`src/rtl/ahb_lite_arb_pkg.sv`:
```
// Shared types and constants for the two-master AHB-Lite arbiter.
// Transfers are captured per port and replayed to the slave as single NONSEQ beats.
package ahb_lite_arb_pkg;

  localparam logic [1:0] HTRANS_IDLE   = 2'b00;
  localparam logic [1:0] HTRANS_NONSEQ = 2'b10;
  localparam logic [2:0] HBURST_SINGLE = 3'b000;

  // Hold-register address width; top-level ADDR_W must not exceed it.
  localparam int ARB_ADDR_W = 32;

  typedef enum logic [1:0] {
    IDLE   = 2'd0,
    PEND   = 2'd1,
    ISSUED = 2'd2,
    DATA   = 2'd3
  } port_state_t;

  typedef struct packed {
    logic [ARB_ADDR_W-1:0] addr;
    logic                  write;
    logic [2:0]            size;
    logic [3:0]            prot;
    logic                  lock;
  } addr_phase_t;

endpackage

```
`src/rtl/ahb_lite_arb_port.sv`:
```
// One master-side port: captures an address phase, waits for grant and issue,
// then passes the slave data phase back to its master.
module ahb_lite_arb_port
  import ahb_lite_arb_pkg::*;
#(
  parameter int ADDR_W = 32
) (
  input  logic              clk_i,
  input  logic              rst_ni,
  input  logic [ADDR_W-1:0] haddr_i,
  input  logic [1:0]        htrans_i,
  input  logic              hwrite_i,
  input  logic [2:0]        hsize_i,
  input  logic [3:0]        hprot_i,
  input  logic              hmastlock_i,
  input  logic              grant_i,
  input  logic              s_hready_i,
  input  logic              s_hresp_i,
  output addr_phase_t       hold_o,
  output logic              hready_o,
  output logic              hresp_o,
  output port_state_t       state_o
);

  port_state_t state_q, state_d;
  addr_phase_t hold_q, hold_d;
  logic        capture;
  logic        unused_htrans;

  assign unused_htrans = htrans_i[0];

  always_comb begin
    state_d  = state_q;
    hold_d   = hold_q;
    hready_o = 1'b1;
    hresp_o  = 1'b0;
    capture  = 1'b0;
    case (state_q)
      IDLE: begin
        capture = htrans_i[1];
      end
      PEND: begin
        hready_o = 1'b0;
        if (grant_i) state_d = ISSUED;
      end
      ISSUED: begin
        hready_o = 1'b0;
        if (s_hready_i) state_d = DATA;
      end
      DATA: begin
        hready_o = s_hready_i;
        hresp_o  = s_hresp_i;
        if (s_hready_i) begin
          state_d = IDLE;
          capture = htrans_i[1];
        end
      end
      default: state_d = IDLE;
    endcase
    // A completing data phase doubles as the next address phase.
    if (capture) begin
      state_d      = PEND;
      hold_d.addr  = ARB_ADDR_W'(haddr_i);
      hold_d.write = hwrite_i;
      hold_d.size  = hsize_i;
      hold_d.prot  = hprot_i;
      hold_d.lock  = hmastlock_i;
    end
  end

  always_ff @(posedge clk_i or negedge rst_ni) begin
    if (!rst_ni) begin
      state_q <= IDLE;
      hold_q  <= '0;
    end else begin
      state_q <= state_d;
      hold_q  <= hold_d;
    end
  end

  assign hold_o  = hold_q;
  assign state_o = state_q;

endmodule

```
`src/rtl/ahb_lite_arb2.sv`:
```
// Two-master AHB-Lite arbiter in front of one slave. Handshake: the slave address
// register advances, and a grant takes effect, only at edges where s_HREADYOUT=1.
module ahb_lite_arb2
  import ahb_lite_arb_pkg::*;
#(
  parameter int ADDR_W = 32,
  parameter int DATA_W = 32
) (
  input  logic              HCLK,
  input  logic              HRESETn,
  input  logic [ADDR_W-1:0] m0_HADDR,
  input  logic [1:0]        m0_HTRANS,
  input  logic              m0_HWRITE,
  input  logic [2:0]        m0_HSIZE,
  input  logic [2:0]        m0_HBURST,
  input  logic [3:0]        m0_HPROT,
  input  logic              m0_HMASTLOCK,
  input  logic [DATA_W-1:0] m0_HWDATA,
  output logic [DATA_W-1:0] m0_HRDATA,
  output logic              m0_HREADY,
  output logic              m0_HRESP,
  input  logic [ADDR_W-1:0] m1_HADDR,
  input  logic [1:0]        m1_HTRANS,
  input  logic              m1_HWRITE,
  input  logic [2:0]        m1_HSIZE,
  input  logic [2:0]        m1_HBURST,
  input  logic [3:0]        m1_HPROT,
  input  logic              m1_HMASTLOCK,
  input  logic [DATA_W-1:0] m1_HWDATA,
  output logic [DATA_W-1:0] m1_HRDATA,
  output logic              m1_HREADY,
  output logic              m1_HRESP,
  output logic [ADDR_W-1:0] s_HADDR,
  output logic [1:0]        s_HTRANS,
  output logic              s_HWRITE,
  output logic [2:0]        s_HSIZE,
  output logic [2:0]        s_HBURST,
  output logic [3:0]        s_HPROT,
  output logic              s_HMASTLOCK,
  output logic              s_HSEL,
  output logic              s_HREADY,
  output logic [DATA_W-1:0] s_HWDATA,
  input  logic [DATA_W-1:0] s_HRDATA,
  input  logic              s_HREADYOUT,
  input  logic              s_HRESP
);

  addr_phase_t hold0, hold1, gnt_hold;
  port_state_t st0, st1;
  logic        rdy0, rdy1, resp0, resp1;
  logic        elig0, elig1, tie, gnt_vld, gnt_idx;
  logic        grant0, grant1;
  logic        unused_burst;

  addr_phase_t slv_q, slv_d;
  logic [1:0]  slv_trans_q, slv_trans_d;
  logic        slv_port_q, slv_port_d;
  logic        owner_vld_q, owner_vld_d;
  logic        owner_q, owner_d;
  logic        prio_q, prio_d;
  logic        lock_q, lock_d;
  logic        lock_port_q, lock_port_d;

  assign unused_burst = ^{m0_HBURST, m1_HBURST};

  ahb_lite_arb_port #(.ADDR_W(ADDR_W)) u_port0 (
    .clk_i       (HCLK),
    .rst_ni      (HRESETn),
    .haddr_i     (m0_HADDR),
    .htrans_i    (m0_HTRANS),
    .hwrite_i    (m0_HWRITE),
    .hsize_i     (m0_HSIZE),
    .hprot_i     (m0_HPROT),
    .hmastlock_i (m0_HMASTLOCK),
    .grant_i     (grant0),
    .s_hready_i  (s_HREADYOUT),
    .s_hresp_i   (s_HRESP),
    .hold_o      (hold0),
    .hready_o    (rdy0),
    .hresp_o     (resp0),
    .state_o     (st0)
  );

  ahb_lite_arb_port #(.ADDR_W(ADDR_W)) u_port1 (
    .clk_i       (HCLK),
    .rst_ni      (HRESETn),
    .haddr_i     (m1_HADDR),
    .htrans_i    (m1_HTRANS),
    .hwrite_i    (m1_HWRITE),
    .hsize_i     (m1_HSIZE),
    .hprot_i     (m1_HPROT),
    .hmastlock_i (m1_HMASTLOCK),
    .grant_i     (grant1),
    .s_hready_i  (s_HREADYOUT),
    .s_hresp_i   (s_HRESP),
    .hold_o      (hold1),
    .hready_o    (rdy1),
    .hresp_o     (resp1),
    .state_o     (st1)
  );

  // A locked port excludes the other until it issues an unlocked transfer.
  // The tie-break pointer moves only on contended grants, so the loser of
  // the previous tie wins the next one.
  always_comb begin
    elig0    = (st0 == PEND) && !(lock_q && lock_port_q);
    elig1    = (st1 == PEND) && !(lock_q && !lock_port_q);
    tie      = elig0 && elig1;
    gnt_vld  = elig0 || elig1;
    gnt_idx  = tie ? prio_q : elig1;
    gnt_hold = gnt_idx ? hold1 : hold0;
    grant0   = s_HREADYOUT && gnt_vld && !gnt_idx;
    grant1   = s_HREADYOUT && gnt_vld && gnt_idx;
  end

  always_comb begin
    slv_d       = slv_q;
    slv_trans_d = slv_trans_q;
    slv_port_d  = slv_port_q;
    owner_vld_d = owner_vld_q;
    owner_d     = owner_q;
    prio_d      = prio_q;
    lock_d      = lock_q;
    lock_port_d = lock_port_q;
    if (s_HREADYOUT) begin
      owner_vld_d = slv_trans_q[1];
      owner_d     = slv_port_q;
      if (gnt_vld) begin
        slv_d       = gnt_hold;
        slv_trans_d = HTRANS_NONSEQ;
        slv_port_d  = gnt_idx;
        lock_d      = gnt_hold.lock;
        lock_port_d = gnt_idx;
        if (tie) prio_d = !gnt_idx;
      end else begin
        slv_d       = '0;
        slv_trans_d = HTRANS_IDLE;
        slv_port_d  = 1'b0;
      end
    end
  end

  always_ff @(posedge HCLK or negedge HRESETn) begin
    if (!HRESETn) begin
      slv_q       <= '0;
      slv_trans_q <= HTRANS_IDLE;
      slv_port_q  <= 1'b0;
      owner_vld_q <= 1'b0;
      owner_q     <= 1'b0;
      prio_q      <= 1'b0;
      lock_q      <= 1'b0;
      lock_port_q <= 1'b0;
    end else begin
      slv_q       <= slv_d;
      slv_trans_q <= slv_trans_d;
      slv_port_q  <= slv_port_d;
      owner_vld_q <= owner_vld_d;
      owner_q     <= owner_d;
      prio_q      <= prio_d;
      lock_q      <= lock_d;
      lock_port_q <= lock_port_d;
    end
  end

  assign s_HADDR     = slv_q.addr[ADDR_W-1:0];
  assign s_HTRANS    = slv_trans_q;
  assign s_HWRITE    = slv_q.write;
  assign s_HSIZE     = slv_q.size;
  assign s_HBURST    = HBURST_SINGLE;
  assign s_HPROT     = slv_q.prot;
  assign s_HMASTLOCK = slv_q.lock;
  assign s_HSEL      = 1'b1;
  assign s_HREADY    = s_HREADYOUT;
  assign s_HWDATA    = !owner_vld_q ? '0 : (owner_q ? m1_HWDATA : m0_HWDATA);

  assign m0_HRDATA = s_HRDATA;
  assign m1_HRDATA = s_HRDATA;
  assign m0_HREADY = rdy0;
  assign m1_HREADY = rdy1;
  assign m0_HRESP  = resp0 && owner_vld_q && !owner_q;
  assign m1_HRESP  = resp1 && owner_vld_q && owner_q;

endmodule
```
`config.mk`:
```
export PLATFORM = sky130hd
export DESIGN_NAME = ahb_lite_arb2
export DESIGN_NICKNAME = d
export VERILOG_FILES = /design/src/rtl/ahb_lite_arb_pkg.sv /design/src/rtl/ahb_lite_arb_port.sv /design/src/rtl/ahb_lite_arb2.sv
export SDC_FILE = /design/constraint.sdc
export NUM_CORES = 1
export LEC_CHECK = 0
export CAP_MARGIN = 20
export CORE_UTILIZATION = 37
export DETAILED_ROUTE_END_ITERATION = 6
export MAX_ROUTING_LAYER = met4
export PLACE_DENSITY = 0.78
export SYNTH_ARGS = -nofsm -noshare
export SYNTH_HDL_FRONTEND = slang
export SYNTH_HIERARCHICAL = 1
export SYNTH_SLANG_ARGS = --single-unit
```
`constraint.sdc`:
```
create_clock -name HCLK -period 1.7 [get_ports HCLK]
set_input_delay 0.34 -clock HCLK [delete_from_list [all_inputs] [get_ports HCLK]]
set_output_delay 0.34 -clock HCLK [all_outputs]
set_load 0.1 [all_outputs]
```
==> out/metrics.yaml, run 1 <==
global_route:
  grt_usage: 0.223
  grt_pass1_wl_um: 31800
  grt_pass1_vias: 5599
  overflow: 0
  grt_max_degree: 50
  antenna_found_initial: 0
detailed_routing:
  firstDrtPassIters: 7
  num_vias: 5105
  drcViolationCount: 0
  first_iter_violations: 117
  viasPerCell: 4.89
  wl_per_cell_um: 20.1
  detail-route-antenna-nets: 0
  finalWirelength_um: 21000
cells_and_area:
  area_growth_syn_to_layout_pct: 73.4
  drive_above_1_share: 0.461
  final-instance-count-excl-fill: 1045
  fin_nets: 1005
  finish.utilization: 0.664
  antenna-diode-count: 0
  num-fill-cells: 1274
setup_path:
  startpoint_type: "flip-flop"
  cp_max_fo: 5
  critPathMaxStageDelay_ns: 0.46
  worstSetupPathType: "reg2out"
  cp.arrival_ns: 1.69
  crit_required_ns: 1.36
  path_cells: "ha_4 > buf_4 > and2_1 > and3b_2 > buf_12"
  end_kind: "primary output"
  critPathSlowestCell: "dfrtp_2"
run_status:
  violations: "setup timing"
  outcome: "finished, violations left"
yosys:
  synth.distinct_cells: 37
  synth_flop_cell: "dfrtp_1"
  synthTopCellsByCount: "dfrtp_1 (134), mux2i_1 (74), buf_4 (70), mux2_2 (70), inv_1 (47)"
  synth_most_common_cell: "dfrtp_1"
  syn_area_per_cell_sq_um: 12.3
  synth_edf_count: 0
  yosysTopAreaCell: "dfrtp_1"
  syn-cell-area_sq_um: 7000
  ys_top_cells_by_area: "dfrtp_1 (48%), mux2_2 (11%), mux2i_1 (11%)"
  netlist.area_leader.share: 0.479
  seq_area_frac_synth: 0.479
  async_reset_ff_frac: 1.00
  synth-warning-count: 6
  synth.ff_latch_count: 134
  syn_inst: 569
place:
  gp_congestion: 0.750
  place_inst: 984
  port_buffers: 230
  dp_hpwl_um: 13800
timing:
  setup_ws_ns: -0.331
  report.final.slew_viol_count: 0
  period_share: 1.19
  fin_setup_tns_ns: -33.20
  fmax_mhz: 492
  fin_crit_ns: 2.03
  hold_viol: 0
  rsz0062_at_grt: "yes"
  setup_viol: 164
  whs_ns: 0.444
  skew_ns: 0.00973
clocking:
  clock_latency_ns: 0.42
  cts.sinks: 134
  path_clk_slew_ns: 0.06
  ctsLongestPathBuffers: 2
  cts.root.buffer_cell: "clkbuf_16"
  cts_tree: "done"
  htreeDepth: 4
  numCtsBuffers: 17
flow_run:
  maxCapViolCount: 0
power_and_ir_drop:
  pwr-share-seq: 0.212
  swShare: 0.450
  p_int_uw: 16000
  clkPwrFrac: 0.114
  power_frac_comb: 0.675
  p_leak_uw: 0.00514
  power.density_nw_per_um2: 2400
  vdd_drop_max_uv: 1550
  p_sw_uw: 13100
floorplanning:
  fp.coreArea_sq_um: 18300
  die_h_um: 140
  die-area_sq_um: 19500
  die_x_um: 140
  initial_core_util: 0.383
  std_cell_rows: 49
  io_pins: 340
hold_path:
  hold_class: "in2async"
cells in the final DEF, fill, tap and decap left out, types with 3 or more instances in the layout:
cell / count
buf_16: 5
ha_4: 6
buf_12: 98
nor2b_2: 5
inv_1: 43
ha_1: 4
a21oi_2: 4
o21ai_4: 3
mux2i_4: 12
dfrtp_2: 5
inv_4: 3
clkbuf_16: 20
buf_4: 33
mux2_4: 83
conb_1: 5
inv_6: 5
mux2i_1: 48
clkinv_2: 3
buf_6: 15
nand2b_1: 3
o22ai_1: 40
nor2b_4: 30
buf_8: 6
mux2_2: 4
dfrtp_1: 129
clkinvlp_4: 4
mux2i_2: 14
clkdlybuf4s50_1: 149
flip-flops by register name (all words and copies together) (netlist names):
register,cells
lock_port_q,1
owner_q,1
s_HADDR,32
prio_q,1
u_port0/state_o,2
s_HWRITE,1
u_port1/hold_o,41
slv_port_q,1
lock_q,1
u_port1/state_o,2
owner_vld_q,1
s_HMASTLOCK,1
s_HPROT,4
s_HSIZE,3
u_port0/hold_o,41
s_HTRANS,1
worst paths after layout:
kind | start | end | slack, ns | cells past startpoint
setup / recovery | u_port0/state_o[1]$_DFFE_PN0P_ | m0_HRESP | -0.33 | 5
hold / removal | HRESETn | u_port0/hold_o[30]$_DFFE_PN0P_ | 0.44 | 2
setup reg to reg | u_port0/state_o[0]$_DFFE_PN0P_ | u_port1/state_o[0]$_DFFE_PN0P_ | -0.29 | 10
hold reg to reg | slv_port_q$_DFFE_PN0P_ | slv_port_q$_DFFE_PN0P_ | 0.51 | 1
max in group asynchronous | HRESETn | u_port0/state_o[0]$_DFFE_PN0P_ | 0.67 | 3
min in group HCLK | s_HREADYOUT | s_HMASTLOCK$_DFFE_PN0P_ | 0.46 | 3
area by class of cell:
class                      instances  area [sq um]  share of cell area
inverter                          47           184              0.0152
timing repair buffer             311          4190               0.345
tap                              229           287              0.0236
sequential                       134          3360               0.277
clock buffer                      19           433              0.0357
clock inverter                    13          97.6             0.00804
multi-input combinational        292          3590               0.296
per-layer routing:
metal  wire length [um]  vias up  GRT usage
li1                   -     2352          -
met4                199        0     0.0596
met2              10700      156      0.366
met3               1280       27     0.0592
met5                  0        -          -
met1               8860     2570      0.272
through the flow:
stage	total power [uW]	instance area, sq um	setup WS [ns]
after floorplan	18200	7540	-0.180
after global placement	23200	10700	-0.201
after detailed placement	23500	10700	-0.192
after CTS	28700	12000	-0.358
after global routing	30200	12100	-0.379
final	29100	12100	-0.331
logic make-up (layout without fill, tap and decap cells):
kind of cell             after synthesis  in the layout  synth area share
AO/OA/AOI/OAI                         59             59            0.0547
XOR/XNOR                               1              1           0.00125
flip-flops                           134            134             0.479
adder cells (fa/ha/maj)               10             10            0.0179
AND/OR/NAND/NOR                       56             56            0.0549
other                                  2              5           0.00107
multiplexers                         161            161             0.255
buffers and inverters                146            390             0.136
power groups by stage:
| stage | clock, uW | sequential, uW | combinational (uW) |
|---|---|---|---|
| final | 3300 | 6170 | 19600 |
| after global routing | 3530 | 6350 | 20300 |
| after CTS | 3380 | 6110 | 19200 |
| after detailed placement | 0 | 6120 | 17400 |
| after global placement | 0 | 6050 | 17200 |
| after floorplan | 0 | 8890 | 9350 |
worst max-delay path: cells and delay by family, from the launching register on:
kind / cells / cell delay (ns)
flip-flops: 1 / 0.46
AND/OR/NAND/NOR: 2 / 0.36
buffers and inverters: 2 / 0.29
adder cells (fa/ha/maj): 1 / 0.18
timing repair:
action | 4_1_cts | 5_1_grt
hold endpoints to repair | 45 | 0
gates cloned | 8 | 3
hold buffers | 1 | 0
buffers inserted | 17 | 9
endpoints found under the setup margin | 162 | 164
gates resized for setup | 81 | 39
pin swaps | 10 | 3
Note: power is estimated with default switching activity, not from simulation.
==> run 2, diff against run 1 <==
--- a/config.mk
+++ b/config.mk
@@ -6,9 +6,10 @@
 export NUM_CORES = 1
 export LEC_CHECK = 0
 export CAP_MARGIN = 20
-export CORE_UTILIZATION = 37
+export CELL_PAD_IN_SITES_DETAIL_PLACEMENT = 1
+export CELL_PAD_IN_SITES_GLOBAL_PLACEMENT = 1
+export CORE_UTILIZATION = 28
 export DETAILED_ROUTE_END_ITERATION = 6
-export MAX_ROUTING_LAYER = met4
 export PLACE_DENSITY = 0.78
 export SYNTH_ARGS = -nofsm -noshare
 export SYNTH_HDL_FRONTEND = slang
==> out/metrics.yaml, run 2 (synthesized netlist as in run 1, its figures left out) <==
clocking:
  htreeDepth: 4  # unchanged
  cts.sinks: 134  # unchanged
  ctsLongestPathBuffers: 2  # unchanged
  cts.root.buffer_cell: "clkbuf_16"
  numCtsBuffers: 17  # unchanged
  clock_latency_ns: 0.43  # about the same
  path_clk_slew_ns: 0.07  # about the same
  cts_tree: "done"
setup_path:
  cp-endpoint: "m0_HRESP"
  r2r-end: "u_port0/hold_o[28]$_DFFE_PN0P_"
  startpoint_type: "flip-flop"
  path_cells: "buf_6 > ha_4 > buf_6 > and2_4 > and3b_2 > buf_12"
  r2r_cells: 8  # -2
  crit_top_cell: "buf_6"
  critPathSlowestCell: "dfrtp_2"
  crit_required_ns: 1.36  # about the same
  end_kind: "primary output"
  cp.arrival_ns: 1.73  # +0.04 ns
  rr_startpoint: "u_port0/state_o[0]$_DFFE_PN0P_"
  r2r_slack_ns: -0.31  # -0.02 ns
  worstSetupPathType: "reg2out"
  critPathMaxStageDelay_ns: 0.43  # -0.03 ns
  cp-startpoint: "u_port0/state_o[1]$_DFFE_PN0P_"
  cp_max_fo: 3  # -2
detailed_routing:
  wl_per_cell_um: 20.4  # +1.5%
  num_vias: 5185  # +1.6%
  firstDrtPassIters: 4  # -3
  detail-route-antenna-nets: 0  # unchanged
  first_iter_violations: 169  # +44%
  finalWirelength_um: 23300  # +11%
  viasPerCell: 4.55  # -6.8%
  drcViolationCount: 0  # unchanged
timing:
  fin_crit_ns: 2.07  # +0.0421 ns
  fmax_mhz: 482  # -2.0%
  report.final.slew_viol_count: 0  # unchanged
  fin_setup_tns_ns: -35.03  # -1.83 ns
  rsz0062_at_grt: "yes"
  setup_viol: 166  # +1.2%
  setup_ws_ns: -0.373  # -0.0421 ns
  skew_ns: 0.0213  # +0.0115 ns
  hold_viol: 0  # unchanged
  whs_ns: 0.394  # -0.0507 ns
  period_share: 1.22  # +0.0248
power_and_ir_drop:
  power_frac_comb: 0.674  # about the same
  p_int_uw: 16700  # +4.3%
  power.total_uw: 30300  # +4.1%
  p_sw_uw: 13600  # +3.8%
  vdd_drop_max_uv: 1410  # -8.6%
  power.density_nw_per_um2: 2400  # +0.20%
  p_leak_uw: 0.00523  # +1.6%
  pwr-share-seq: 0.206  # -0.006
  swShare: 0.448  # -0.00133
  clkPwrFrac: 0.119  # +0.005
global_route:
  grt_max_degree: 47  # -6.0%
  grt_pass1_wl_um: 35900  # +13%
  grt_usage: 0.184  # -0.0392
  grt_pass1_vias: 5965  # +6.5%
  antenna_found_initial: 0  # unchanged
  overflow: 0  # unchanged
cells_and_area:
  antenna-diode-count: 0  # unchanged
  drive_above_1_share: 0.480  # +0.0190
  area_growth_syn_to_layout_pct: 80.1
  fin_nets: 1005  # unchanged
  design_area_sq_um: 12600  # +3.9%
  final_cell_mix: "clkdlybuf4s50_1 (149), dfrtp_1 (130), buf_12 (105)"
  finish.utilization: 0.517  # -0.147
  layout_commonest_cell: "clkdlybuf4s50_1"
run_status:
  outcome: "finished, violations left"
  violations: "setup timing"
hold_path:
  hold_class: "in2async"
floorplanning:
  std_cell_rows: 57  # +16%
  die_x_um: 160  # +15%
  die-area_sq_um: 25600  # +32%
  die_h_um: 160  # +15%
  io_pins: 340  # unchanged
  initial_core_util: 0.287  # -0.0961
  fp.coreArea_sq_um: 24400  # +34%
place:
  port_buffers: 230  # unchanged
  gp_congestion: 0.709  # -5.4%
  placed_area_sq_um: 10800  # +1.1%
  dp_hpwl_um: 15100  # +9.5%
flow_run:
  maxCapViolCount: 0  # unchanged
==> run 2: cell types whose count changed in the layout (fill, tap and decap cells not counted), moves of 5 or more <==
cell and delta:
buf_12 +7, buf_4 -8, buf_6 +5, mux2i_1 -11, mux2i_2 -9, mux2i_4 +20
==> run 2: layout make-up <==
cell class / count / area (sq um)
Clock buffer: 17 / 425
Clock inverter: 14 / 141
Fill cell: 2346 / 11800
Inverter: 47 / 181
Multi-Input combinational cell: 292 / 3840
Sequential cell: 134 / 3360
Tap cell: 324 / 405
Timing Repair Buffer: 311 / 4250
==> run 2: how the worst min path moves through the flow <==
| stage | from | to | depth (start not counted) |
|---|---|---|---|
| floorplan | HRESETn | lock_port_q$_DFFE_PN0N_ | 0 |
| global placement | HRESETn | u_port1/hold_o[30]$_DFFE_PN0P_ | 1 |
| detailed placement | HRESETn | u_port1/hold_o[30]$_DFFE_PN0P_ | 1 |
| CTS | HRESETn | u_port1/hold_o[30]$_DFFE_PN0P_ | 2 |
| global route | HRESETn | u_port1/hold_o[30]$_DFFE_PN0P_ | 2 |
| finish | HRESETn | u_port1/hold_o[30]$_DFFE_PN0P_ | 2 |
==> run 2: critical path: cells and delay by family, from the launching register on <==
kind | cells | cell delay, ns
buf+inv | 3 | 0.40
simple gates | 2 | 0.32
flops | 1 | 0.43
fa+ha+maj | 1 | 0.16
==> run 2: what timing repair did <==
item / CTS / global route
resized for setup: 101 / 59
gates cloned: 9 / 2
setup buffers: 19 / 13
endpoints found under the hold margin: 37 / 0
pin swaps: 11 / 15
hold buffers: 1 / 0
endpoints found under the setup margin: 161 / 166
==> run 2: through the flow <==
stage,setup WS [ns],instances
2_1_floorplan,-0.180,572
3_3_place_gp,-0.184,1074
3_5_place_dp,-0.184,1074
4_1_cts,-0.306,1133
5_1_grt,-0.415,1139
6_report,-0.373,1139
==> run 2: layer usage <==
layer  track usage  wire length [um]
met5             0                 0
met2         0.325             12100
met3        0.0486              1180
met1         0.223              9760
met4        0.0403               204
==> run 2: power groups by stage <==
stage	clock, uW	sequential (uW)	combinational, uW
floorplan	0	8890	9350
global placement	0	6070	17300
detailed placement	0	6140	17700
CTS	3690	6200	19800
global route	3820	6440	21200
finish	3620	6240	20400
